<file path="src/rtl/alu_result_buffer_pkg.sv">
// Shared definitions for the ALU result buffer: ALUop encodings, default widths
// and the per-entry flag layout, plus the flag sanitisation helper.
package alu_result_buffer_pkg;

    localparam int DEF_DATA_WIDTH     = 32;
    localparam int DEF_REG_ADDR_WIDTH = 5;
    localparam int DEF_CNT_WIDTH      = 16;

    typedef enum logic [2:0] {
        OP_AND = 3'b000,
        OP_OR  = 3'b001,
        OP_ADD = 3'b010,
        OP_SUB = 3'b110,
        OP_SLT = 3'b111
    } alu_op_e;

    // Entry layout is {result, dest, flags}; flags are packed in this order.
    typedef struct packed {
        logic zero;
        logic carry;
        logic overflow;
        logic wen;
        logic exc;
    } entry_flags_t;

    localparam int FLAG_WIDTH = $bits(entry_flags_t);

    function automatic entry_flags_t sanitise_flags(
        input logic [2:0] op,
        input logic       result_zero,
        input logic       carry,
        input logic       overflow,
        input logic       dest_nonzero,
        input logic       trap_en
    );
        entry_flags_t f;
        f = '0;
        case (op)
            OP_AND, OP_OR: begin
                f.zero = result_zero;
                f.wen  = dest_nonzero;
            end
            OP_ADD, OP_SUB: begin
                f.zero     = result_zero;
                f.carry    = carry;
                f.overflow = overflow;
                f.exc      = trap_en & overflow;
                f.wen      = !(trap_en & overflow) & dest_nonzero;
            end
            OP_SLT: begin
                f.zero  = result_zero;
                f.carry = carry;
                f.wen   = dest_nonzero;
            end
            default: begin
                f = '0;
            end
        endcase
        return f;
    endfunction

endpackage

</file>
<file path="src/rtl/alu_result_buffer_fifo2.sv">
// Generic 2-entry valid/ready FIFO with a registered push_ready and the head
// entry driven straight from storage registers.
module alu_result_buffer_fifo2 #(
    parameter int WIDTH = 8
) (
    input  logic             clk,
    input  logic             rst,
    input  logic             push_valid,
    output logic             push_ready,
    input  logic [WIDTH-1:0] push_data,
    output logic             pop_valid,
    input  logic             pop_ready,
    output logic [WIDTH-1:0] pop_data
);

    logic [WIDTH-1:0] mem [2];
    logic             wr_ptr;
    logic             rd_ptr;
    logic [1:0]       count;
    logic [1:0]       count_next;
    logic             push;
    logic             pop;

    assign push      = push_valid & push_ready;
    assign pop       = pop_valid & pop_ready;
    assign pop_valid = (count != 2'd0);
    assign pop_data  = mem[rd_ptr];

    always_comb begin
        count_next = count;
        if (push && !pop) begin
            count_next = count + 2'd1;
        end else if (pop && !push) begin
            count_next = count - 2'd1;
        end
    end

    // push_ready looks ahead at the next occupancy so it never depends on push_valid.
    always_ff @(posedge clk) begin
        if (rst) begin
            count      <= 2'd0;
            wr_ptr     <= 1'b0;
            rd_ptr     <= 1'b0;
            push_ready <= 1'b1;
            for (int i = 0; i < 2; i++) begin
                mem[i] <= '0;
            end
        end else begin
            if (push) begin
                mem[wr_ptr] <= push_data;
                wr_ptr      <= ~wr_ptr;
            end
            if (pop) begin
                rd_ptr <= ~rd_ptr;
            end
            count      <= count_next;
            push_ready <= (count_next < 2'd2);
        end
    end

endmodule

</file>
<file path="src/rtl/alu_result_buffer.sv">
// Execute-to-writeback buffer: sanitises ALU flags, decodes overflow traps,
// queues entries in a 2-deep skid FIFO and counts exceptions for debug.
import alu_result_buffer_pkg::*;

module alu_result_buffer #(
    parameter int DATA_WIDTH     = DEF_DATA_WIDTH,
    parameter int REG_ADDR_WIDTH = DEF_REG_ADDR_WIDTH,
    parameter int CNT_WIDTH      = DEF_CNT_WIDTH
) (
    input  logic                      clk,
    input  logic                      rst,
    input  logic                      in_valid,
    output logic                      in_ready,
    input  logic [2:0]                in_op,
    input  logic [DATA_WIDTH-1:0]     in_result,
    input  logic                      in_zero,
    input  logic                      in_overflow,
    input  logic                      in_carryout,
    input  logic [REG_ADDR_WIDTH-1:0] in_dest,
    input  logic                      in_trap_en,
    output logic                      out_valid,
    input  logic                      out_ready,
    output logic [DATA_WIDTH-1:0]     out_result,
    output logic                      out_zero,
    output logic                      out_carry,
    output logic                      out_overflow,
    output logic [REG_ADDR_WIDTH-1:0] out_dest,
    output logic                      out_wen,
    output logic                      out_exc,
    output logic [CNT_WIDTH-1:0]      exc_count,
    input  logic                      exc_clr
);

    localparam int PAYLOAD_WIDTH = DATA_WIDTH + REG_ADDR_WIDTH + FLAG_WIDTH;

    logic [PAYLOAD_WIDTH-1:0] push_data;
    logic [PAYLOAD_WIDTH-1:0] pop_data;
    entry_flags_t             in_flags;
    entry_flags_t             out_flags;
    logic                     accepted;
    logic                     unused_in_zero;

    // The ALU's own Zero is not trusted; it is recomputed from the result.
    assign unused_in_zero = in_zero;

    assign in_flags = sanitise_flags(in_op, (in_result == '0), in_carryout,
                                     in_overflow, (in_dest != '0), in_trap_en);
    assign push_data = {in_result, in_dest, in_flags};
    assign accepted  = in_valid & in_ready;

    alu_result_buffer_fifo2 #(
        .WIDTH(PAYLOAD_WIDTH)
    ) u_fifo2 (
        .clk        (clk),
        .rst        (rst),
        .push_valid (in_valid),
        .push_ready (in_ready),
        .push_data  (push_data),
        .pop_valid  (out_valid),
        .pop_ready  (out_ready),
        .pop_data   (pop_data)
    );

    assign {out_result, out_dest, out_flags} = pop_data;
    assign out_zero     = out_flags.zero;
    assign out_carry    = out_flags.carry;
    assign out_overflow = out_flags.overflow;
    assign out_wen      = out_flags.wen;
    assign out_exc      = out_flags.exc;

    // Clear wins over a same-cycle increment; the count sticks at all-ones.
    always_ff @(posedge clk) begin
        if (rst) begin
            exc_count <= '0;
        end else if (exc_clr) begin
            exc_count <= '0;
        end else if (accepted && in_flags.exc && !(&exc_count)) begin
            exc_count <= exc_count + {{(CNT_WIDTH-1){1'b0}}, 1'b1};
        end
    end

endmodule

</file>
<file path="config.mk">
export PLATFORM = sky130hd
export DESIGN_NAME = alu_result_buffer
export DESIGN_NICKNAME = d
export VERILOG_FILES = /design/src/rtl/alu_result_buffer_pkg.sv /design/src/rtl/alu_result_buffer_fifo2.sv /design/src/rtl/alu_result_buffer.sv
export SDC_FILE = /design/constraint.sdc
export NUM_CORES = 1
export LEC_CHECK = 0
export ABC_AREA = 1
export BUFFER_PORTS_ARGS = -buffer_cell sky130_fd_sc_hd__clkbuf_2
export CELL_PAD_IN_SITES_DETAIL_PLACEMENT = 0
export CELL_PAD_IN_SITES_GLOBAL_PLACEMENT = 1
export CORE_UTILIZATION = 30
export DETAILED_ROUTE_END_ITERATION = 7
export PLACE_DENSITY_LB_ADDON = 0.08
export SETUP_SLACK_MARGIN = 0.05
export SYNTH_ARGS = -nofsm -noshare
export SYNTH_HDL_FRONTEND = slang
export SYNTH_HIERARCHICAL = 1
export SYNTH_SLANG_ARGS = --single-unit
</file>
<file path="constraint.sdc">
create_clock -name clk -period 4.82 [get_ports clk]
set_input_delay 0 -clock clk [delete_from_list [all_inputs] [get_ports clk]]
set_output_delay 0 -clock clk [all_outputs]
set_load 0.02 [all_outputs]
</file>
==> impl_metrics.toml, run 1 <==
[global_routing]
antenna_found_initial = 0
grt_pass1_wl_um = 18840
first_global_vias = 3625
grt_max_degree = 45
track_usage_pct = 13.85
gr-total-overflow = 0

[placement]
gp_congestion = 0.7321
portBuffers = 107
dp_hpwl_um = 8056
place_ws_ps = 1952
dpl_cell_area_um2 = 6028

[timing]
finalCritPeriodShare_pct = 57.48
final_max_slew_viol_count = 0
finalSetupTns_ps = 0
worst_slack_ps = 2050
fmax_mhz = 361.0
fin_crit_ps = 2770
hold_violations = 0
rsz0062_at_grt = "no"
worst_slew_pin_slew_ps = 1169
setup_viol_count_final = 0
slew_headroom_pct = 21.76
skew_ps = 5.658
whs_ps = 9.834

[detailed_routing]
totalWireLength_um = 12200
final_antenna_net_count = 0
viasPerCell = 4.385
wl_per_cell_um = 14.12
vias = 3789
drc_errors = 0
drtIter0Drc = 185
drt_pass1_iterations = 4

[cells_and_area]
layout-drive-gt1-share_pct = 37.09
diodes = 0
design_area_um2 = 6721
regArea_um2 = 2964
multi_input_area_um2 = 1971
areaGrowthSynthToFinish_pct = 25.72
n_fill_cell = 1771
nNetsFinal = 688

[power]
ir_drop_mv = 0.2180
p_per_area_nw_per_um2 = 402.3
p_leak_nw = 2.883

[floorplanning]
die_x_um = 135.5
io_pins = 109
rows = 48
die_area_um2 = 18360
die_y_um = 135.5
coreArea_um2 = 17360
initial_core_util_pct = 30.80

[worst_setup_path]
crit_arrival_ps = 2800
path_max_fanout = 43
path_class = "reg -> reg"
ff2ff_setup_slack_ps = 2050
startpoint_type = "flip-flop"
cp.required_ps = 4850
endpoint_kind = "flip-flop"

[synthesis]
syn_inst = 497
synth_area_leaders = "edfxtp_1 (47%), mux2_4 (11%), dfxtp_1 (8.2%)"
yosys_warnings = 6
syn_area_um2 = 5346
avgSynthCellArea_um2 = 10.76
syn_nets = 550
ys_ff_latch = 106
yosysTopAreaCell = "edfxtp_1"
synth.top_cell.area_share_pct = 47.18
ys_seq_area_share_pct = 55.42
yosys.cell_types.count = 27

[clocking]
cts_root_buf = "clkbuf_16"
cts_buffers = 9
clkSlewWorstSetupHoldPaths_ps = 70
cts.sinks = 106
cts_tree = "done"
clk_latency_ps = 350
cts.path.max_buffers = 2
cts_max_level = 3

[run_status]
outcome = "finished, final reports clean"

[hold_path]
hold_class = "in -> reg"

[job]
drv_cap = 0
cell usage in the layout, fill, tap and decap left out, types with 9 or more instances in the layout:
master           n
nor2_2          50
a21oi_1         16
nor2_1          83
dlygate4sd3_1   33
nand2_1         56
edfxtp_1        84
clkbuf_16        9
clkbuf_2       107
nand4_1          9
nand3_1         16
mux2_4          40
inv_1           65
dfxtp_1         21
Yosys cell counts, drive strengths merged:
library cell / number
nor2: 139
edfxtp: 84
inv: 69
nand2: 63
mux2: 42
dfxtp: 22
nand3: 18
a21oi: 16
buf: 15
nand4: 9
nor4: 6
o21ai: 5
ha: 4
a31oi: 1
and2: 1
nor3: 1
or2: 1
xor2: 1
worst paths after layout:
path              depth (start not counted)            endpoint                from
setup / recovery                          5  u_fifo2/mem[1][38]  u_fifo2/push_ready
hold / removal                            3  u_fifo2/mem[0][16]        in_result[6]
setup reg to reg                          5  u_fifo2/mem[1][38]  u_fifo2/push_ready
hold reg to reg                           2    u_fifo2/count[0]    u_fifo2/count[0]
layer usage:
metal / up-vias / part of all wire [%] / track usage [%]
li1: 1901 / - / -
met1: 1788 / 45 / 17.01
met2: 88 / 48 / 23.13
met3: 12 / 5.3 / 3.255
met4: 0 / 1.5 / 5.993
met5: - / 0 / 0
report_power, final:
part           leakage, nW  total (mW)  internal [mW]  switching, mW
clock                0.176       0.900          0.561          0.340
sequential            1.06        1.14           1.09         0.0519
combinational         1.65       0.661          0.286          0.375
stage by stage:
stage                     std cells  util, %  power (mW)
after floorplan                 497        -       1.658
after global placement          816    34.73       1.816
after detailed placement        816    34.73       1.820
after CTS                       864    38.73       2.752
after global routing            864    38.73       2.833
final                           864    38.73       2.704
registers in the layout (all words and copies together), names as in the netlist, named ones only:
signal and cells:
u_fifo2/count 1, exc_count 16, u_fifo2/mem 84, u_fifo2/rd_ptr 1, u_fifo2/wr_ptr 1, u_fifo2/push_ready 1
cell families after synthesis:
| logic type | after synthesis | synth area share, % |
|---|---|---|
| multiplexers | 42 | 11.65 |
| AND/OR/NAND/NOR | 238 | 21.93 |
| adder cells (fa/ha/maj) | 4 | 0.9361 |
| AO/OA/AOI/OAI | 22 | 2.083 |
| XOR/XNOR | 1 | 0.1638 |
| buffers and inverters | 84 | 7.817 |
| flip-flops | 106 | 55.42 |
final cells by class:
type	count	share of cell area [%]
inverter	69	3.891
clock inverter	6	2.048
clock buffer	9	3.351
timing repair buffer	142	13.10
multi-input combinational	307	29.32
tap	225	4.188
sequential	106	44.10
critical path, stage by stage (launching register included):
cell,delay (ps)
dfxtp_1,370
nand2_2,100
inv_2,90
nand3_4,600
nand2_2,890
buf_4,390
what timing repair did:
item,in CTS,in global routing
hold endpoints to repair,59,0
hold buffers,33,0
gates resized for setup,0,0
setup endpoints to repair,0,0
buffers inserted,0,0
Note: power is estimated with default switching activity, not from simulation.
==> inputs of run 2 (changes only) <==
ABC_AREA = 0   (was 1)
clock period = 2.55 ns   (was 4.82 ns; I/O delays follow)
==> impl_metrics.toml, run 2 <==
[global_routing]
gr-total-overflow = 0
first_global_vias = 3617
gr-usage-met2_pct = 24.90
top_usage_layer = "met2"
grt_pass1_wl_um = 19710
grt_max_degree = 85
use_met3_pct = 3.230
antenna_found_initial = 0
track_usage_pct = 14.99
met1_usage_pct = 18.97

[power]
p_leak_nw = 2.810
p_seq_share_pct = 42.8
p_int_mw = 3.583
power_frac_comb_pct = 28.8
ir_drop_mv = 0.4723
switchingPower_mw = 1.642
p_per_area_nw_per_um2 = 816.1
clkPwrFrac_pct = 28.4
p_sw_share_pct = 31.42
design_power_total_mw = 5.225

[synthesis]
syn_inst = 388
syn_area_um2 = 5069
synth-async-reset-ratio_pct = 0
avgSynthCellArea_um2 = 13.06
synth_edf_count = 84
syn_nets = 441
yosysTopAreaCell = "edfxtp_1"
synthFlopType = "edfxtp_1"
yosys-top-cells-count = "and3_1 (87), edfxtp_1 (84), mux2_2 (42)"
synth.most_common_cell = "and3_1"
ys_seq_area_share_pct = 58.45
yosys_warnings = 6
synth_area_leaders = "edfxtp_1 (50%), and3_1 (11%), mux2_2 (9.3%)"
ys_ff_latch = 106
yosys.cell_types.count = 54
synth.top_cell.area_share_pct = 49.77

[cells_and_area]
diodes = 0
most-common-layout-cells = "clkbuf_2 (107), and3_1 (87), edfxtp_1 (84), mux2_2 (42), dlygate4sd3_1 (33)"
final_common_cell = "clkbuf_2"
largest_reg_flops = 84
largest_register = "u_fifo2/mem"
nNetsFinal = 572
layout-drive-gt1-share_pct = 36.64
top_regs = "u_fifo2/mem (84), exc_count (16)"
areaGrowthSynthToFinish_pct = 26.31

[clocking]
cts_root_buf = "clkbuf_16"
clk_latency_ps = 350
cts.sinks = 106
cts_buffers = 9
post_cts_buffers = 0
cts_max_level = 3
ctsResizeCount = 0
clkSlewWorstSetupHoldPaths_ps = 70
cts_tree = "done"
cts.path.max_buffers = 2

[worst_setup_path]
crit_arrival_ps = 1890
ff2ff_setup_slack_ps = 840
startpoint_type = "flip-flop"
path_class = "reg -> out"
path_max_fanout = 19
cp.required_ps = 2550
endpoint_kind = "output pin"

[detailed_routing]
drc_errors = 0
final_antenna_net_count = 0
wl_per_cell_um = 16.93
totalWireLength_um = 12600
drtIter0Drc = 104
vias = 3566
viasPerCell = 4.793
drt_pass1_iterations = 4

[placement]
gp_congestion = 0.7170
portBuffers = 107
dp_hpwl_um = 7802

[floorplanning]
die_area_um2 = 17420
io_pins = 109
die_y_um = 132.0
rows = 47
coreArea_um2 = 16520
die_x_um = 132.0
initial_core_util_pct = 30.67

[timing]
finalCritPeriodShare_pct = 73.92
slew_headroom_pct = 51.92
rsz0062_at_grt = "no"
worst_slew_pin_slew_ps = 721.2
skew_ps = 5.865
hold_violations = 0
fin_crit_ps = 1885
final_max_slew_viol_count = 0
finalSetupTns_ps = 0
setup_viol_count_final = 0
fmax_mhz = 530.5

[job]
drv_cap = 0

[run_status]
outcome = "finished, final reports clean"

[hold_path]
hold_class = "in -> reg"
[run 2: changes by cell type after synthesis, moves of 45 or more]
| cell | change |
|---|---|
| and3_1 | +87 |
| nor2_1 | -62 |
| inv_1 | -58 |
| nor2_2 | -50 |
| nand2_1 | -45 |
[run 2: logic make-up after synthesis]
kind of cell,count (synthesis),share of synthesized area (%)
adder cells (fa/ha/maj),4,0.9874
XOR/XNOR,13,2.246
AND/OR/NAND/NOR,164,20.14
buffers and inverters,34,4.493
flip-flops,106,58.45
AO/OA/AOI/OAI,23,3.949
multiplexers,44,9.726
[run 2: per-layer routing]
metal | routed length, µm | vias to the layer above | share of wire [%]
met5 | 0 | - | 0
li1 | - | 1730 | -
met4 | 225 | 0 | 1.8
met3 | 557 | 13 | 4.4
met2 | 5935 | 83 | 47
met1 | 5876 | 1740 | 47
[run 2: cell type report]
cell class	instances	area, µm²
Timing Repair Buffer	147	943.4
Multi-Input combinational cell	248	1882
Fill cell	1652	10120
Tap cell	220	275.3
Clock buffer	11	232.7
Sequential cell	106	2964
Inverter	7	26.28
Clock inverter	5	78.83
[run 2: worst paths after layout]
path                    startpoint            endpoint  cells after the start
setup / recovery         flip-flop      out_result[11]                      3
hold / removal       in_result[13]  u_fifo2/mem[1][23]                      2
setup reg to reg  u_fifo2/count[0]  u_fifo2/push_ready                      9
hold reg to reg   u_fifo2/count[0]    u_fifo2/count[0]                      2
[run 2: power by group through the flow]
stage | Sequential, mW | Combinational [mW] | Clock (mW)
4_1_cts | 2.25 | 1.54 | 1.53
3_3_place_gp | 2.27 | 1.49 | 0
2_1_floorplan | 2.22 | 1.05 | 0
5_1_grt | 2.27 | 1.63 | 1.60
3_5_place_dp | 2.28 | 1.49 | 0
6_report | 2.24 | 1.51 | 1.48
[run 2: timing repair]
action | 4_1_cts | 5_1_grt
hold buffers | 33 | 0
endpoints found under the hold margin | 58 | 0
endpoints found under the setup margin | 0 | 0
[run 2: per-stage QoR]
stage	std cells	util [%]	setup WS [ps]	hold slack (ps)	instance area (µm²)
detailed placement	695	34.86	867.7	291.0	5761
global route	744	38.74	533.2	11.93	6402
global placement	695	34.86	877.2	283.4	5761
floorplan	388	-	280.7	157.1	5069
finish	744	38.74	665.0	19.35	6402
CTS	744	38.74	569.7	0.2372	6402
[run 2: critical path, stage by stage, from the launching register on]
cell	delay [ps]
dfxtp_2	660
buf_4	340
mux2_2	370
clkbuf_2	160
==> inputs of run 3 (changes only) <==
clock period = 1.7 ns   (was 2.55 ns; I/O delays follow)
==> impl_metrics.toml, run 3 (synthesized netlist as in run 2, its figures left out) <==
[global_routing]
antenna_found_initial = 0
gr-total-overflow = 0
grt_max_degree = 85
track_usage_pct = 15.35
grt_pass1_wl_um = 20270
first_global_vias = 3765

[power]
p_leak_nw = 2.886
ir_drop_mv = 0.7604
p_per_area_nw_per_um2 = 1180

[worst_setup_path]
startpoint_type = "flip-flop"
endpoint_kind = "flip-flop"
slowest_delay_ps = 320
crit_chain = "inv_1 > ha_1 > inv_2 > nand2_2 > inv_2 > ha_2 > nor3b_4 > a221oi_1 > or2_2"
path_max_fanout = 2
crit_arrival_ps = 1820
path_class = "reg -> reg"
critPathSlowestCell = "dfxtp_1"
crit_path_frequent_cell = "inv_2"
ff2ff_setup_slack_ps = 110
cp.required_ps = 1930

[floorplanning]
die_x_um = 132.0
die_area_um2 = 17420
initial_core_util_pct = 30.67
rows = 47
die_y_um = 132.0
io_pins = 109
coreArea_um2 = 16520

[timing]
slew_headroom_pct = 62.58
hold_violations = 0
fin_crit_ps = 1588
fmax_mhz = 629.6
skew_ps = 5.967
finalCritPeriodShare_pct = 93.44
rsz0062_at_grt = "yes"
worst_slack_ps = 111.6
whs_ps = 25.28
finalSetupTns_ps = 0
setup_viol_count_final = 0
worst_slew_pin_slew_ps = 556.2
final_max_slew_viol_count = 0

[detailed_routing]
final_antenna_net_count = 0
totalWireLength_um = 12930
vias = 3651
drt_pass1_iterations = 4
wl_per_cell_um = 17.01
viasPerCell = 4.804
drtIter0Drc = 170
drc_errors = 0

[cells_and_area]
final_common_cell = "clkbuf_2"
areaGrowthSynthToFinish_pct = 30.24
fin_util_pct = 39.95
nNetsFinal = 588
n_fill_cell = 1632
final_cells = 760
diodes = 0
most-common-layout-cells = "clkbuf_2 (107), and3_1 (86), edfxtp_1 (84), mux2_2 (42), dlygate4sd3_1 (37)"
top_regs = "u_fifo2/mem (84), exc_count (16)"
largest_reg_flops = 84
largest_register = "u_fifo2/mem"
layout-drive-gt1-share_pct = 39.63

[clocking]
cts_buffers = 9
cts.sinks = 106
cts_max_level = 3
cts_tree = "done"
clk_latency_ps = 350
cts.path.max_buffers = 2
clkSlewWorstSetupHoldPaths_ps = 70
cts_root_buf = "clkbuf_16"

[placement]
place_ws_ps = 48.20
portBuffers = 107
dp_hpwl_um = 7973
placedCellCount = 707
gp_congestion = 0.6983

[hold_path]
min_from = "in_result[1]"
hold_class = "in -> reg"

[run_status]
outcome = "finished, final reports clean"

[job]
drv_cap = 0
==> run 3: cell types whose count changed in the layout (fill, tap and decap cells not counted), sizes merged <==
cell and delta:
bufinv -1, buf +12, dlygate4sd3 +4, clkinvlp +1
==> run 3: layer usage <==
layer / track usage (%) / vias to the layer above / wire (µm)
met2: 25.10 / 88 / 6124
met5: 0 / - / 0
li1: - / 1758 / -
met4: 4.199 / 0 / 176
met1: 19.09 / 1794 / 5789
met3: 5.498 / 11 / 837
==> run 3: metrics by stage <==
step / total power, mW / instance area, µm²
2_1_floorplan: 4.913 / 5084
3_3_place_gp: 5.714 / 5899
3_5_place_dp: 5.732 / 5899
4_1_cts: 7.892 / 6563
5_1_grt: 8.185 / 6601
6_report: 7.789 / 6601
==> run 3: power breakdown <==
group          internal (mW)  total (mW)  switching [mW]  leakage [nW]
Clock                   1.14        2.05           0.912         0.137
Sequential              3.19        3.29          0.0967          1.07
Combinational          0.972        2.45            1.48          1.68
==> run 3: layout make-up <==
class                           instances  area, µm²  area share [%]
Tap cell                              220      275.3           4.170
Multi-Input combinational cell        248       1936           29.32
Sequential cell                       106       2965           44.92
Timing Repair Buffer                  163       1111           16.83
Inverter                                7      26.28          0.3980
Clock buffer                           11      232.7           3.525
Clock inverter                          5      55.05          0.8340
==> run 3: worst max-delay path, delay by kind of cell (launching register included) <==
kind            cells  cell delay [ps]
simple gates        3              540
flops               1              320
fa+ha+maj           2              360
compound gates      1               70
buf+inv             3              180
==> run 3: final timing paths <==
path              cells past startpoint                 end
setup / recovery                      9  u_fifo2/push_ready
hold / removal                        2  u_fifo2/mem[1][11]
setup reg to reg                      9  u_fifo2/push_ready
hold reg to reg                       2    u_fifo2/count[0]
==> run 3: repair_timing <==
item | in CTS | in global routing
resized for setup | 1 | 11
endpoints found under the setup margin | 1 | 13
hold buffers | 37 | 0
setup buffers | 0 | 0
pin swaps | 0 | 2
endpoints found under the hold margin | 72 | 0
